**src/rtl/ram_4k_loader_if.sv**
```systemverilog
// rtl/ram_4k_loader_if.sv - stream word channel feeding the 4K RAM loader
interface ram_4k_loader_if;
  logic [15:0] s_data;
  logic        s_valid;
  logic        s_last;
  logic        s_ready;

  modport master (output s_data, s_valid, s_last, input s_ready);
  modport slave  (input s_data, s_valid, s_last, output s_ready);
endinterface

```
**src/rtl/ram_4k_loader.sv**
```systemverilog
// rtl/ram_4k_loader.sv - streams words into a 4K x 16 RAM, CPU passthrough when idle
// Optional pre-load zero fill of the whole RAM is enabled by RAM_LOADER_CLEAR_EN.
module ram_4k_loader #(
  parameter logic [11:0] BASE_ADDR = 12'd0
) (
  input  logic        clk,
  input  logic        reset,
  input  logic        start,
  ram_4k_loader_if.slave s,
  input  logic [15:0] cpu_in,
  input  logic [11:0] cpu_address,
  input  logic        cpu_load,
  output logic [15:0] ram_in,
  output logic [11:0] ram_address,
  output logic        ram_load,
  output logic        busy,
  output logic        done,
  output logic        overflow,
  output logic [12:0] word_count
);
  localparam logic [11:0] LAST_ADDR = 12'hFFF;

`ifdef RAM_LOADER_CLEAR_EN
  typedef enum logic [1:0] {S_IDLE, S_CLEAR, S_LOAD, S_DONE} state_t;
`else
  typedef enum logic [1:0] {S_IDLE, S_LOAD, S_DONE} state_t;
`endif

  state_t      r_state;
  state_t      w_next;
  logic [11:0] r_ptr;
  logic [12:0] r_count;
  logic        r_done;
  logic        r_ovf;
  logic        w_in_load;
  logic        w_accept;
  logic        w_start;
  logic        w_end;

  // Reset gates the handshake so a word presented in the reset cycle never reaches RAM.
  assign w_in_load = (r_state == S_LOAD) && !reset;
  assign w_accept  = w_in_load && s.s_valid;
  assign w_start   = ((r_state == S_IDLE) || (r_state == S_DONE)) && start;
  assign w_end     = w_accept && (s.s_last || (r_ptr == LAST_ADDR));

  assign s.s_ready  = w_in_load;
  assign done       = r_done;
  assign overflow   = r_ovf;
  assign word_count = r_count;

`ifdef RAM_LOADER_CLEAR_EN
  logic [11:0] r_clr_addr;
  logic        w_in_clear;
  assign w_in_clear = (r_state == S_CLEAR) && !reset;
  assign busy       = w_in_load || w_in_clear;
`else
  assign busy       = w_in_load;
`endif

  always_comb begin
    w_next      = r_state;
    ram_in      = cpu_in;
    ram_address = cpu_address;
    ram_load    = cpu_load;
    case (r_state)
      S_IDLE, S_DONE: begin
`ifdef RAM_LOADER_CLEAR_EN
        if (start) w_next = S_CLEAR;
`else
        if (start) w_next = S_LOAD;
`endif
      end
`ifdef RAM_LOADER_CLEAR_EN
      S_CLEAR: begin
        if (!reset) begin
          ram_in      = 16'h0000;
          ram_address = r_clr_addr;
          ram_load    = 1'b1;
        end
        if (r_clr_addr == LAST_ADDR) w_next = S_LOAD;
      end
`endif
      S_LOAD: begin
        if (!reset) begin
          ram_in      = s.s_data;
          ram_address = r_ptr;
          ram_load    = w_accept;
        end
        if (w_end) w_next = S_DONE;
      end
      default: w_next = S_IDLE;
    endcase
  end

  always_ff @(posedge clk) begin
    if (reset) begin
      r_state <= S_IDLE;
      r_ptr   <= BASE_ADDR;
      r_count <= 13'd0;
      r_done  <= 1'b0;
      r_ovf   <= 1'b0;
`ifdef RAM_LOADER_CLEAR_EN
      r_clr_addr <= 12'd0;
`endif
    end else begin
      r_state <= w_next;
      if (w_start) begin
        r_ptr   <= BASE_ADDR;
        r_count <= 13'd0;
        r_done  <= 1'b0;
        r_ovf   <= 1'b0;
      end
      // The pointer parks at the top address; the final word there ends the load.
      if (w_accept) begin
        r_count <= r_count + 13'd1;
        if (r_ptr != LAST_ADDR) r_ptr <= r_ptr + 12'd1;
      end
      if (w_end) begin
        r_done <= 1'b1;
        if (!s.s_last) r_ovf <= 1'b1;
      end
`ifdef RAM_LOADER_CLEAR_EN
      r_clr_addr <= (r_state == S_CLEAR) ? r_clr_addr + 12'd1 : 12'd0;
`endif
    end
  end
endmodule

```
**src/flat_wrapper.sv**
```systemverilog
// flat-port wrapper written by rule: the top's interface ports become plain ports
module ram_4k_loader_flat 
#(
  parameter logic [11:0] BASE_ADDR = 12'd0
)
  (clk, reset, start, cpu_in, cpu_address, cpu_load, ram_in, ram_address, ram_load, busy, done, overflow, word_count, s_s_data, s_s_valid, s_s_last, s_s_ready);
  ram_4k_loader_if s_i ();
  input  logic clk;
  input  logic reset;
  input  logic start;
  input  logic [15:0] cpu_in;
  input  logic [11:0] cpu_address;
  input  logic cpu_load;
  output logic [15:0] ram_in;
  output logic [11:0] ram_address;
  output logic ram_load;
  output logic busy;
  output logic done;
  output logic overflow;
  output logic [12:0] word_count;
  input wire logic [$bits(s_i.s_data)-1:0] s_s_data;
  input wire logic [$bits(s_i.s_valid)-1:0] s_s_valid;
  input wire logic [$bits(s_i.s_last)-1:0] s_s_last;
  output wire logic [$bits(s_i.s_ready)-1:0] s_s_ready;
  assign s_i.s_data = s_s_data;
  assign s_i.s_valid = s_s_valid;
  assign s_i.s_last = s_s_last;
  assign s_s_ready = s_i.s_ready;
  ram_4k_loader #(.BASE_ADDR(BASE_ADDR)) u_core (.clk(clk), .reset(reset), .start(start), .s(s_i), .cpu_in(cpu_in), .cpu_address(cpu_address), .cpu_load(cpu_load), .ram_in(ram_in), .ram_address(ram_address), .ram_load(ram_load), .busy(busy), .done(done), .overflow(overflow), .word_count(word_count));
endmodule
```
**config.mk**
```make
export PLATFORM = sky130hd
export DESIGN_NAME = ram_4k_loader_flat
export DESIGN_NICKNAME = d
export VERILOG_FILES = /design/src/rtl/ram_4k_loader_if.sv /design/src/rtl/ram_4k_loader.sv /design/src/flat_wrapper.sv
export SDC_FILE = /design/constraint.sdc
export NUM_CORES = 1
export LEC_CHECK = 0
export CORE_ASPECT_RATIO = 0.6
export CORE_MARGIN = 1.5
export CORE_UTILIZATION = 29
export CTS_CLUSTER_DIAMETER = 30
export CTS_CLUSTER_SIZE = 25
export DETAILED_ROUTE_END_ITERATION = 8
export SETUP_SLACK_MARGIN = 0.2
export SYNTH_ARGS = -nofsm -noshare
export SYNTH_HDL_FRONTEND = slang
export SYNTH_SLANG_ARGS = --single-unit
```
**constraint.sdc**
```tcl
create_clock -name clk -period 1.75 [get_ports clk]
set_input_delay 0.2625 -clock clk [delete_from_list [all_inputs] [get_ports clk]]
set_output_delay 0.2625 -clock clk [all_outputs]
set_load 0.005 [all_outputs]
```
==> impl_metrics.ini <==
[outcome]
status = finished with violations
violations = negative setup slack

[synth]
syn_area_mm2 = 0.00182
synth_area_leaders = dfxtp_1 (32%), mux2_2 (17%), nand2_1 (4.7%)
ys_warn_count = 0
synth.largest_area_cell = dfxtp_1
synth_nets = 252
synth_edf_count = 0
synth-seq-area-share_pct = 31.9
syn_area_per_cell_um2 = 9.10
async_flop_share_pct = 0
synthDistinctLibCells = 52
synth.most_common_cell = dfxtp_1
yosysTopAreaCellShare_pct = 31.9
syn-instance-count = 200
synth-seq-cells = 29
synth_ff_type = dfxtp_1
yosys-top-cells-count = dfxtp_1 (29), mux2_2 (27), nand2_1 (23)

[worst_setup_path]
cp.arrival_ns = 1.67
worst-path-buf-inv = 4
reg2regPathDepth = 6
crit_slowest_cell = dfxtp_2
slowest_delay_ns = 0.33
path_cells = nor3b_4 > buf_6 > buf_12 > buf_12 > mux2_4 > buf_6
critical_path_class = reg2out
path_max_fanout = 8
critPathRequiredTime_ns = 1.49
path_depth = 6
crit_path_start_kind = flip-flop
crit_family = buffers and inverters
end_kind = output pin

[routing]
postRouteAntennaNets = 0
route.vias.total = 2057
wl_per_cell_um = 14.7
drc = 0
post_drt_via_cell_ratio = 4.86
wl_um = 6220
drtPass1Iterations = 4
drtIter0Drc = 74

[timing]
tightest_slew_ns = 0.312
rsz0062_at_grt = true
setup_viol = 28
worst_hold_slack_ns = 0.400
slew_headroom_pct = 79.1
finalMaxSlewViolations = 0
finalHoldViolCount = 0
fin_crit_sh_pct = 110
setup_tns_ns = -3.59
clock.fmax_mhz = 518
worst_slack_ns = -0.182
skew_ns = 0.00467
period_needed_ns = 1.93

[global_route]
grt_util_all_layers_pct = 18.4
grt_pass1_vias = 2033
grt_max_degree = 16
overflow = 0
grt_pass1_wl_um = 9830
antenna_found_initial = 0

[final_layout]
multi_input_area_mm2 = 0.00139
area_delta_synth_final_pct = 97.0
num-fill-cells = 530
antenna_cells = 0
fin_util_pct = 58.9
layout.area.seq_um2 = 607
final_area_mm2 = 0.00358
drive_above_1_share_pct = 45.4
fin_nets = 391

[clock_tree]
htree_levels = 2
cts.hold.buffers_added = 0
clockBufferDepth = 2
cts_tree = yes
cts.sinks = 29
clkTransAtPathRegs_ns = 0.06
ctsRootBufferMaster = clkbuf_8
cts_buffers = 5
worst_skew_pair.late_latency_ns = 0.28

[power_and_ir_drop]
p_clk_share_pct = 31.3
p_sw_mw = 0.434
switching_share_pct = 24.3
seq_power_share_pct = 38.1
power.internal_mw = 1.35
power_density_mw_per_mm2 = 498
p_leak_nw = 1.56
peakVddDrop_v = 0.000242
power_frac_comb_pct = 30.7

[placement]
place_area_mm2 = 0.00309
io_buffer_count = 95
hpwl_um = 4360
place_congestion = 0.805
post-place-ws_ns = -0.545

[worst_hold_path]
hold_path.class = in2reg
holdPathStages = 3

[floorplanning]
dieArea_mm2 = 0.00677
fp.dieW_um = 105
num_rows = 22
io_pins = 96
initial_core_util_pct = 29.9
coreArea_mm2 = 0.00608
die_h_um = 64.4

[job]
drv_cap = 0
==> sequential cells by signal, summed over array words and instances, names as in the netlist <==
signal,count
u_core.word_count,13
u_core.r_ptr,12
u_core.r_state,2
u_core.done,1
u_core.overflow,1
==> tightest hold or removal path: stages <==
cell and delay, ns:
dlymetal6s2s_1 0.18, o21ai_0 0.10, o2bb2ai_1 0.11
==> placed cells by master, fill, tap and decap left out, types with 4 or more instances in the layout <==
cell type        instances
nand2_1                 21
nor2_1                  13
clkbuf_8                 6
dfxtp_2                  9
dfxtp_4                  4
dfxtp_1                 16
nand3_1                 10
buf_4                   36
mux2_4                  28
mux2i_1                  4
clkdlybuf4s50_1         61
o211ai_1                 4
inv_1                    4
a21oi_1                  5
clkbuf_2                 9
o21ai_0                  6
buf_6                   27
==> routing by layer <==
layer,vias up,part of all wire [%],track usage (%)
met3,5,9.6,6.53
met5,-,0,0
met2,93,41,28.8
li1,1022,-,-
met4,0,0.56,4.11
met1,937,48,24.4
==> worst paths after layout <==
kind,startpoint,to,slack [ns]
max,u_core.r_state[1],ram_address[1],-0.18
min,s_s_valid,u_core.r_state[0],0.40
max reg2reg,u_core.r_state[1],u_core.word_count[7],0.05
min reg2reg,u_core.r_ptr[11],u_core.r_ptr[11],0.46
==> power by group through the flow <==
| stage | clock network (mW) | logic (mW) | registers, mW |
|---|---|---|---|
| 2_1_floorplan | 0 | 0.146 | 0.695 |
| 5_1_grt | 0.604 | 0.582 | 0.681 |
| 3_5_place_dp | 0 | 0.439 | 0.696 |
| 4_1_cts | 0.569 | 0.514 | 0.683 |
| 6_report | 0.558 | 0.548 | 0.680 |
| 3_3_place_gp | 0 | 0.436 | 0.696 |
==> area by class of cell <==
class                           instances  area share [%]
Timing Repair Buffer                  143            38.7
Clock buffer                            7            2.41
Inverter                                4           0.419
Tap cell                               84            2.93
Multi-Input combinational cell        156            38.6
Sequential cell                        29            16.9
==> cell families after synthesis <==
logic type | synth area share [%]
AOI/OAI and AO/OA | 14.4
muxes | 20.8
xor gates and xnor gates | 2.41
buffers and inverters | 4.26
adders and majority gates | 1.38
DFF | 31.9
and+or+nand+nor | 24.8
==> metrics by stage <==
step / power [mW] / cells
floorplan: 0.840 / 200
global placement: 1.13 / 400
detailed placement: 1.13 / 400
CTS: 1.77 / 416
global route: 1.87 / 423
finish: 1.79 / 423
==> what timing repair did <==
item	CTS	global route
setup endpoints to repair	57	58
gates resized for setup	160	50
buffers inserted	8	6
pin swaps	2	7
gates cloned	1	1
Power figures use the tool's default switching activity.
